**config.mk**
```make
export PLATFORM = sky130hd
export DESIGN_NAME = if_id_queue
export DESIGN_NICKNAME = d
export VERILOG_FILES = /design/src/rtl/if_id_queue_pkg.sv /design/src/rtl/if_id_queue_mem.sv /design/src/rtl/if_id_queue.sv
export SDC_FILE = /design/constraint.sdc
export NUM_CORES = 1
export LEC_CHECK = 0
export BUFFER_PORTS_ARGS = -buffer_cell sky130_fd_sc_hd__buf_2
export CORE_MARGIN = 2
export CORE_UTILIZATION = 43
export DETAILED_ROUTE_END_ITERATION = 10
export HOLD_SLACK_MARGIN = 0.12
export PLACE_DENSITY_LB_ADDON = 0.3
export SYNTH_ARGS = -nofsm -noshare
export SYNTH_HDL_FRONTEND = slang
export SYNTH_SLANG_ARGS = --single-unit
```
**constraint.sdc**
```tcl
create_clock -name clk -period 10.4 [get_ports clk]
set_clock_uncertainty 0.05 [all_clocks]
set_input_delay 0.52 -clock clk [delete_from_list [all_inputs] [get_ports clk]]
set_output_delay 0.52 -clock clk [all_outputs]
set_load 0.05 [all_outputs]
```
**src/rtl/if_id_queue_pkg.sv**
```systemverilog
// Shared widths and entry packing for the fetch-to-decode instruction queue.
package if_id_queue_pkg;

    // Default instruction address bus and instruction bus widths.
    localparam int INST_ADDR_BUS_W = 32;
    localparam int INST_BUS_W      = 32;

    // Entry packing order, LSB first: pc, inst, predict, next_pc.
    // That is, entry = {next_pc, predict, inst, pc}.
    function automatic int entry_width(input int addr_w, input int inst_w);
        return 2 * addr_w + inst_w + 1;
    endfunction

endpackage

```
**src/rtl/if_id_queue_mem.sv**
```systemverilog
// Entry storage: DEPTH x WIDTH register array, one synchronous write port,
// one asynchronous read port. Storage is deliberately not reset; the top
// level gates reads with its occupancy counter so stale contents never leak.
module if_id_queue_mem #(
    parameter int DEPTH = 4,
    parameter int WIDTH = 97,
    parameter int PTR_W = $clog2(DEPTH)
) (
    input  logic             clk,
    input  logic             we,
    input  logic [PTR_W-1:0] waddr,
    input  logic [WIDTH-1:0] wdata,
    input  logic [PTR_W-1:0] raddr,
    output logic [WIDTH-1:0] rdata
);

    logic [WIDTH-1:0] mem_q [DEPTH];

    // Write the incoming entry into its slot on the clock edge.
    always_ff @(posedge clk) begin
        if (we) begin
            mem_q[waddr] <= wdata;
        end
    end

    // Head entry is read combinationally so decode sees it in the same cycle.
    always_comb begin
        rdata = mem_q[raddr];
    end

endmodule

```
**src/rtl/if_id_queue.sv**
```systemverilog
// In-order queue between instruction fetch and decode.
//
// Handshake: a transfer happens on a side exactly when its valid and ready
// are both high at a rising clk edge and flush is low. in_ready is a function
// of registered occupancy only (never of out_ready), so a full queue does not
// accept a refill in the same cycle it is popped. out_valid likewise depends
// only on registered occupancy. Flush wins over both transfers.
module if_id_queue
    import if_id_queue_pkg::*;
#(
    parameter int ADDR_W = INST_ADDR_BUS_W,
    parameter int INST_W = INST_BUS_W,
    parameter int DEPTH  = 4,
    parameter int CNT_W  = $clog2(DEPTH) + 1
) (
    input  logic              clk,
    input  logic              rst,
    input  logic              flush,
    input  logic              in_valid,
    output logic              in_ready,
    input  logic [ADDR_W-1:0] pc_i,
    input  logic [INST_W-1:0] inst_i,
    input  logic              predict_result_i,
    input  logic [ADDR_W-1:0] next_pc_i,
    output logic              out_valid,
    input  logic              out_ready,
    output logic [ADDR_W-1:0] pc_o,
    output logic [INST_W-1:0] inst_o,
    output logic              predict_result_o,
    output logic [ADDR_W-1:0] next_pc_o,
    output logic [CNT_W-1:0]  count,
    output logic              almost_full
);

    localparam int PTR_W   = $clog2(DEPTH);
    localparam int ENTRY_W = entry_width(ADDR_W, INST_W);

    logic [PTR_W-1:0]   wr_ptr_q, wr_ptr_d;
    logic [PTR_W-1:0]   rd_ptr_q, rd_ptr_d;
    logic [CNT_W-1:0]   count_q, count_d;
    logic               push, pop;
    logic               empty, full;
    logic [ENTRY_W-1:0] wr_entry;
    logic [ENTRY_W-1:0] rd_entry;

    // Full/empty and handshake qualification come from the counter alone.
    always_comb begin
        empty     = (count_q == '0);
        full      = (count_q == CNT_W'(DEPTH));
        in_ready  = !full;
        out_valid = !empty;
        push      = in_valid && !full && !flush;
        pop       = !empty && out_ready && !flush;
        wr_entry  = {next_pc_i, predict_result_i, inst_i, pc_i};
    end

    // Next-state for pointers and occupancy; flush returns everything to zero.
    always_comb begin
        wr_ptr_d = wr_ptr_q;
        rd_ptr_d = rd_ptr_q;
        count_d  = count_q;
        if (flush) begin
            wr_ptr_d = '0;
            rd_ptr_d = '0;
            count_d  = '0;
        end else begin
            if (push) begin
                wr_ptr_d = wr_ptr_q + PTR_W'(1);
            end
            if (pop) begin
                rd_ptr_d = rd_ptr_q + PTR_W'(1);
            end
            count_d = count_q + CNT_W'(push) - CNT_W'(pop);
        end
    end

    // Pointer and counter registers, cleared asynchronously.
    always_ff @(posedge clk or posedge rst) begin
        if (rst) begin
            wr_ptr_q <= '0;
            rd_ptr_q <= '0;
            count_q  <= '0;
        end else begin
            wr_ptr_q <= wr_ptr_d;
            rd_ptr_q <= rd_ptr_d;
            count_q  <= count_d;
        end
    end

    if_id_queue_mem #(
        .DEPTH (DEPTH),
        .WIDTH (ENTRY_W),
        .PTR_W (PTR_W)
    ) u_mem (
        .clk   (clk),
        .we    (push),
        .waddr (wr_ptr_q),
        .wdata (wr_entry),
        .raddr (rd_ptr_q),
        .rdata (rd_entry)
    );

    // Head entry unpacked and forced to a zero bubble when the queue is empty.
    always_comb begin
        pc_o             = '0;
        inst_o           = '0;
        predict_result_o = 1'b0;
        next_pc_o        = '0;
        if (!empty) begin
            {next_pc_o, predict_result_o, inst_o, pc_o} = rd_entry;
        end
    end

    // Occupancy export for fetch-side throttling.
    always_comb begin
        count       = count_q;
        almost_full = (count_q >= CNT_W'(DEPTH - 1));
    end

endmodule

```
Yosys cells after proc, flatten, opt, wreduce, memory -nomap -nowiden

Memories as Yosys holds them, arrays and structs flattened.
Cells that the tools add are included.

Add/sub/neg operators: 4
Multiply operators: 0
Divide/modulo/power cells: 0
Order comparisons: 1
Equality and inequality tests: 1
Shifts and indexed selects: 0
Muxes and demuxes: 11
Bitwise logic cells: 0
Reductions and logical operators: 10

Operator list:

| cell                                                 | count |
|---|---|
| 2-to-1 mux 32 bit                                    | 3 |
| 2-to-1 mux 2 bit                                     | 4 |
| adder 2 x 1 -> 2 bit (second input constant)         | 2 |
| logical AND 1 bit                                    | 4 |
| nonzero test 2 bit                                   | 2 |
| adder 3 x 1 -> 3 bit                                 | 1 |
| equality test 3 bit (second input constant)          | 1 |
| >= comparator 3 x 2 -> 1 bit (second input constant) | 1 |
| zero test 1 bit                                      | 3 |
| zero test 3 bit                                      | 1 |
| 2-to-1 mux 1 bit                                     | 3 |
| 2-to-1 mux 3 bit                                     | 1 |
| subtractor 3 x 1 -> 3 bit                            | 1 |

Register bits: 7
Bits in latches: 0
RAM bits: 388
Memory bits (read-only): 0
Input port bits: 102
Output and inout bits: 103
Logic and storage cells: 31
Memories: 1

Memory list:

| memory      | words | bits a word | read ports | clocked after Yosys merged registers in | write ports | line                  | text |
|---|---|---|---|---|---|---|---|
| u_mem.mem_q | 4     | 97          | 1          | 0                                       | 1           | if_id_queue_mem.sv:17 | `logic [WIDTH-1:0] mem_q [DEPTH];` |

Depth between registers and ports, before layout

Gate-level depths: netlist (run 1).

Word-level depth: 7
Mapped depth: 10
Gate-level depth less buffers: 10

By module

Synthesis (run 1) repeated with hierarchy kept, for this count alone.

Cell total of the unflattened synthesis: 660
Area, all modules: 15,148.3 sq um

By module, submodules not included:

| module          | times used | cells each | area an instance (sq um) | sequential area each (sq um) |
|---|---|---|---|---|
| if_id_queue_mem | 1          | 511        | 14,015.9                 | 11,651.2 |
| if_id_queue     | 1          | 149        | 1,132.3                  | 175.2 |

Worst setup path before layout (run 1)

Ideal clock, no wire load.

Path kind: register -> register
Start point: reg count_q[1], in the netlist count[1]
End point: mem u_mem.mem_q[0][0], enable pin
Setup time: 467 ps
Arrival time: 3,500 ps
Required time: 9,883 ps
Setup slack: 6,383 ps
Cell stages (with the launch flop): 4
Buffers on the path: 0
Period minus slack after synthesis: 4,017 ps
Cell sequence: dfrtp_1 > nor3b_1 > nor3_1 > and2_1

Word-level cells in the longest chain between the ends: 6

RTL lines:

| element                                | line                  | text |
|---|---|---|
| from (decl)                            | if_id_queue.sv:40     | `logic [CNT_W-1:0] count_q, count_d;` |
| from (signal assigned)                 | if_id_queue.sv:86     | `count_q <= count_d;` |
| equality test 3 bit                    | if_id_queue.sv:49     | `full = (count_q == CNT_W'(DEPTH));` |
| zero test 1 bit                        | if_id_queue.sv:52     | `push = in_valid && !full && !flush;` |
| logical AND 1 bit (2 in a row)         | if_id_queue.sv:52     |  |
| 2-to-1 mux 1 bit                       | if_id_queue_mem.sv:21 | `if (we) begin` |
| 2-to-1 mux 1 bit (implied by the code) | if_id_queue_mem.sv:22 | `mem_q[waddr] <= wdata;` |
| to (decl)                              | if_id_queue_mem.sv:17 |  |

No other way between the ends.

Final worst setup path (run 1)

Start point: reg rd_ptr_q[0]
End point: out pc_o[18]

Word-level cells in the longest chain between the ends: 2

RTL lines:

| element                  | line               | text |
|---|---|---|
| from (decl)              | if_id_queue.sv:39  | `logic [PTR_W-1:0] rd_ptr_q, rd_ptr_d;` |
| from (signal assigned)   | if_id_queue.sv:85  | `rd_ptr_q <= rd_ptr_d;` |
| memory read (4 x 97 bit) | -                  |  |
| 2-to-1 mux 32 bit        | if_id_queue.sv:109 | `if (!empty) begin` |
| to (decl)                | if_id_queue.sv:27  | `output logic [ADDR_W-1:0] pc_o,` |

No other way between the ends.

==> out/qor.yml, run 1 <==
outcome:
  outcome: "finished clean"
sta:
  holdWs_ps: 152.0
  hold_violations: 0
  rsz0062_at_grt: "no"
  drv_slew: 0
  fin_tns_setup_ps: 0
  setup_viol: 0
  max_slew_margin: 0.3005
  fin_crit_ps: 4389
  timing.final.crit_share: 0.4220
  worst_pin_slew_ps: 1049
  timing.final.ws_setup_ps: 6011
  fmax_ghz: 0.2279
routing:
  m1WireLength_um: 12120
  wl_met2_um: 14440
  wl_met3_um: 1617
  via_count: 7068
  drt-wirelength-per-cell_um: 20.88
  ant_nets: 0
  detail_route.vias_per_cell: 5.122
  dr.max_layer_used: "met5"
  routed_wl_um: 28820
  first_iter_violations: 420
  firstDrtPassIters: 4
  drcViolationCount: 0
cts:
  cts_buffer_depth: 3
  clk_pin_slew_ps: 60
  cts_buffers: 42
  clk_latency_ps: 530
  cts_tree: "yes"
  cts_htree_levels: 2
  cts.root.buffer_cell: "clkbuf_16"
  clock_sinks: 395
synth:
  netlist.area_leader.share: 0.7716
  ys_warn_count: 0
  synth_cell_type_count: 25
  yosys-top-cells-area: "edfxtp_1 (77%), mux4_2 (14%), and2_1 (4.2%)"
  syn_area_per_cell_um2: 22.64
  synth.yosys.seq_area_share: 0.7832
  syn_nets: 777
  ys_ff_latch: 395
  yosys.area.top_type: "edfxtp_1"
  syn_inst: 667
  syn_area_um2: 15100
setup_path:
  critPathTopFamily: "buffers and inverters"
  worstSetupPathType: "register to output pin"
  required_ps: 9830
  cp_num_buf_inv: 3
  crit_path_start_kind: "register"
  worst_path_largest_cell_delay_ps: 770
  arrival_ps: 3820
  cpMaxStageDelayCell: "buf_4"
  crit_chain: "buf_4 > buf_4 > mux4_2 > and2_1 > buf_2"
  cp_max_fo: 39
  crit_top_cell: "buf_4"
  end_kind: "output pin"
global_route:
  grt_max_degree: 67
  overflow: 0
  grt_pass1_vias: 7476
  grt_pass1_wl_um: 43370
  track_usage: 0.1587
  antenna_found_initial: 6
floorplan:
  num_io_pins: 205
  design.core.area_um2: 34540
  rows: 68
  die_area_um2: 36630
  fp.dieW_um: 191.4
  initial_utilization: 0.4372
  die_h_um: 191.4
power:
  p_per_area_nw_per_um2: 269.6
  power.total_uw: 4830
  peakVddDrop_v: 0.0001987
  power.leakage_uw: 0.006137
worst_hold_path:
  hold_class: "input port to register"
placement:
  gp_congestion: 0.6887
  portBuffers: 204
  dp_slack_ps: 6414
  dp_hpwl_um: 16030
cells_and_area:
  syn_to_final_growth_pct: 18.64
  finalNetCount: 1000
  drive_above_1_share: 0.4050
  utilization: 0.5187
job:
  drv_cap: 0
-- cell families (layout without fill, tap and decap cells) --
kind of cell    count (synthesis)  count (layout)  synth area share
compound gates                  5               5          0.002071
xor+xnor                        3               3          0.001740
fa+ha+maj                       8               8          0.007125
buf+inv                        43             297           0.01409
flops                         395             395            0.7832
mux                            98              98            0.1453
other cells                     0               4                 0
simple gates                  115             115           0.04648
-- layer usage --
layer  vias up  GRT usage
li1       3163          -
met1      3666     0.2134
met2       182     0.2591
met3        51    0.03635
met4         6    0.04911
met5         -          0
-- flip-flops by register name, summed over array words and instances (netlist names) --
register	count
u_mem.mem_q	388
wr_ptr_q	2
rd_ptr_q	2
count	3
-- path summary, 6_finish.rpt --
check	slack [ps]	end	cells after the start	startpoint
max	6010	pc_o[18]	5	rd_ptr_q[0]
min	150	u_mem.mem_q[3][72]	1	next_pc_i[7]
max reg2reg	7260	u_mem.mem_q[1][8]	4	count[1]
min reg2reg	540	wr_ptr_q[1]	2	wr_ptr_q[1]
max in group asynchronous	9640	rd_ptr_q[1]	3	rst
min in group asynchronous	410	wr_ptr_q[1]	3	rst
-- report_power, final --
part / switching, µW / leakage (µW) / internal [µW]
combinational: 1080 / 0.00189 / 459
clock: 578 / 0.000633 / 831
sequential: 48.5 / 0.00361 / 1840
-- placed cells by master (no fill, tap or decap), drive strengths merged --
cell type / n
o21ai: 2
xor2: 3
inv: 10
bufinv: 3
mux2i: 1
nor3: 1
a21oi: 1
clkinvlp: 2
o311ai: 1
dfrtp: 7
dlygate4sd3: 1
buf: 212
fa: 1
nor3b: 1
nor2b: 1
diode: 4
nand2b: 2
ha: 7
and2: 101
mux4: 97
nand2: 1
clkbuf: 52
o31ai: 1
edfxtp: 388
nor2: 6
clkinv: 17
or3: 2
-- synth_stat cells --
| master | number |
|---|---|
| inv_1 | 9 |
| and2_1 | 101 |
| o31ai_1 | 1 |
| buf_12 | 1 |
| nor3_1 | 1 |
| nand2_1 | 1 |
| a21oi_1 | 1 |
| or3_1 | 2 |
| dfrtp_1 | 7 |
| fa_1 | 1 |
| nand2b_1 | 2 |
| o311ai_0 | 1 |
| ha_1 | 7 |
| clkbuf_1 | 17 |
| nor2b_1 | 1 |
| xor2_1 | 3 |
| o21ai_0 | 2 |
| mux4_2 | 97 |
| edfxtp_1 | 388 |
| buf_2 | 13 |
| buf_4 | 1 |
| nor2_1 | 6 |
| buf_6 | 2 |
| nor3b_1 | 1 |
| mux2i_1 | 1 |
-- what timing repair did --
item / 4_1_cts / 5_1_grt
hold buffers: 1 / 0
endpoints found under the hold margin: 7 / 0
setup buffers: 0 / 0
resized for setup: 0 / 0
-- layout make-up --
cell class                      count  area (µm²)
Clock inverter                     23       191.4
Fill cell                        2779       16630
Multi-Input combinational cell    229        3077
Tap cell                          455       569.3
Timing Repair Buffer              213        1091
Antenna cell                        4       10.01
Sequential cell                   395       11830
Clock buffer                       52        1110
Inverter                            9       33.78
-- through the flow --
stage          instance area, µm²  cells
2_1_floorplan               15100    667
3_3_place_gp                16590   1300
3_5_place_dp                16590   1300
4_1_cts                     17910   1376
5_1_grt                     17910   1377
6_report                    17920   1380
Note: power is estimated with default switching activity, not from simulation.
==> run 2: changes to the inputs <==
clock period = 4.4 ns   (was 10.4 ns; I/O delays follow)
==> run 2 against run 1 <==
Flip-flop and latch count did not move; wire length up 3.6%; non-clock buffer count up 106; register-to-register slack got worse by 5600 ps; combinational power grew 140%; count of clock-buffer cells in the layout down 5; design area increased by 6.0%; clock power grew 130%; setup slack worse by 4800 ps; global-route usage rose by 0.70 points; critical path depth is 1 lower; worst hold slack better by 240 ps; critical path type unchanged; largest cell class unchanged.
==> out/qor.yml, run 2 (synthesis gave the netlist of run 1 again) <==
outcome:
  outcome: "finished clean"  # unchanged
global_route:
  antenna_found_initial: 1  # was 6
  overflow: 0  # unchanged
  grt_pass1_vias: 7972  # was 7476
  grt_max_degree: 99  # was 67
  track_usage: 0.1657  # was 0.1587
  grt_pass1_wl_um: 45930  # was 43370 µm
cells_and_area:
  utilization: 0.5497  # was 0.5187
  final_cell_area_um2: 18990  # was 17920 µm²
  final_cell_mix: "edfxtp_1 (388), buf_2 (204), dlygate4sd3_1 (103)"  # was edfxtp_1 (388), buf_2 (204), mux4_2 (97), and2_1 (97), clkbuf_16 (43)
  largest_register_ffs: 388  # unchanged
  syn_to_final_growth_pct: 25.74  # was 18.64%
  largest_register: "u_mem.mem_q"  # unchanged
  n_antenna_cell: 0  # was 4
  finalNetCount: 1106  # was 1000
  final_common_cell: "edfxtp_1"  # unchanged
  drive_above_1_share: 0.3682  # was 0.4050
placement:
  dp_hpwl_um: 16650  # was 16030 µm
  portBuffers: 204  # unchanged
  gp_congestion: 0.6848  # was 0.6887
  placed_area_um2: 16700  # was 16590 µm²
routing:
  drcViolationCount: 0  # unchanged
  firstDrtPassIters: 4  # unchanged
  via_count: 7468  # was 7068
  detail_route.vias_per_cell: 5.049  # was 5.122
  drt-wirelength-per-cell_um: 20.19  # was 20.88 µm
  first_iter_violations: 387  # was 420
  routed_wl_um: 29870  # was 28820 µm
  ant_nets: 0  # unchanged
cts:
  cts_resized: 0  # unchanged
  clk_latency_ps: 520  # was 530 ps
  cts_hold_buf: 103  # was 1
  cts.root.buffer_cell: "clkbuf_16"  # unchanged
  cts_tree: "yes"  # unchanged
  cts_htree_levels: 2  # unchanged
  clk_pin_slew_ps: 60  # about the same
  cts_buffers: 42  # unchanged
  clock_sinks: 395  # unchanged
  cts_buffer_depth: 3  # unchanged
  cts_setup_buffers: 0  # unchanged
floorplan:
  rows: 68  # unchanged
  die_area_um2: 36630  # unchanged
  initial_utilization: 0.4372  # unchanged
  fp.dieW_um: 191.4  # unchanged
  design.core.area_um2: 34540  # unchanged
  die_h_um: 191.4  # unchanged
  num_io_pins: 205  # unchanged
sta:
  drv_slew: 0  # unchanged
  rsz0062_at_grt: "no"  # unchanged
  fin_crit_ps: 3168
  hold_violations: 0  # unchanged
  worst_pin_slew_ps: 1033  # was 1049 ps
  timing.final.crit_share: 0.7201
  max_slew_margin: 0.3116  # was 0.3005
  fmax_ghz: 0.3156
  setup_viol: 0  # unchanged
  fin_tns_setup_ps: 0  # unchanged
worst_hold_path:
  hold-path-cell-count: 2  # was 1
  hold_class: "input port to register"  # unchanged
setup_path:
  worstSetupPathType: "register to output pin"  # unchanged
  end_kind: "output pin"  # unchanged
  arrival_ps: 2900  # was 3820 ps
  cp-endpoint: "pc_o[7]"  # was pc_o[18]
  crit_path_start_kind: "register"  # unchanged
  required_ps: 4130  # was 9830 ps
  rrSetupSlack_ps: 1620  # was 7260 ps
  cp_max_fo: 43  # was 39
  rr_worst_depth: 4  # unchanged
  worstReg2RegStart: "count[1]"  # unchanged
  rr_endpoint: "u_mem.mem_q[0][46]"  # was u_mem.mem_q[1][8]
  cp-startpoint: "rd_ptr_q[0]"  # unchanged
power:
  p_per_area_nw_per_um2: 601.6  # was 269.6 nW/µm²
  peakVddDrop_v: 0.0006611  # was 0.0001987 V
  power.leakage_uw: 0.006586  # was 0.006137 µW
job:
  drv_cap: 0  # unchanged
[run 2: area by class of cell]
class | instances | area (µm²)
Clock inverter | 25 | 186.4
Tap cell | 455 | 569.3
Inverter | 9 | 33.78
Clock buffer | 47 | 1070
Timing Repair Buffer | 319 | 2217
Sequential cell | 395 | 11830
Fill cell | 2712 | 15560
Multi-Input combinational cell | 229 | 3077
[run 2: through the flow]
stage	worst slack (ps)	hold slack [ps]	std cells	total power (µW)
3_5_place_dp	1573	123.0	1304	8273
4_1_cts	1125	362.8	1479	11590
2_1_floorplan	383.5	-26.60	667	7385
5_1_grt	1003	377.3	1479	11910
6_report	1232	388.6	1479	11420
3_3_place_gp	1595	119.7	1304	8257
[run 2: per-layer routing]
metal | global-route usage | up-vias | wire length, µm
li1 | - | 3372 | -
met1 | 0.2301 | 3865 | 13070
met2 | 0.2755 | 197 | 14830
met3 | 0.02827 | 32 | 1517
met4 | 0.03935 | 2 | 438
met5 | 0 | - | 13
[run 2: worst min path at each step]
stage	start	end
after floorplan	rst	count[0]
after global placement	rst	count[0]
after detailed placement	rst	count[0]
after CTS	inst_i[9]	u_mem.mem_q[3][41]
after global routing	next_pc_i[31]	u_mem.mem_q[2][96]
final	inst_i[9]	u_mem.mem_q[3][41]
[run 2: power by group]
| part | leakage, µW | internal [µW] | switching, µW |
|---|---|---|---|
| Combinational | 0.00236 | 1170 | 2530 |
| Sequential | 0.00361 | 4330 | 168 |
| Clock | 0.000615 | 1860 | 1360 |
| Total | 0.00659 | 7370 | 4050 |
[run 2: critical path, stage by stage (launching register included)]
cell and delay [ps]:
dfrtp_4 1030, buf_4 390, mux4_2 530, and2_1 180
buf_2 210
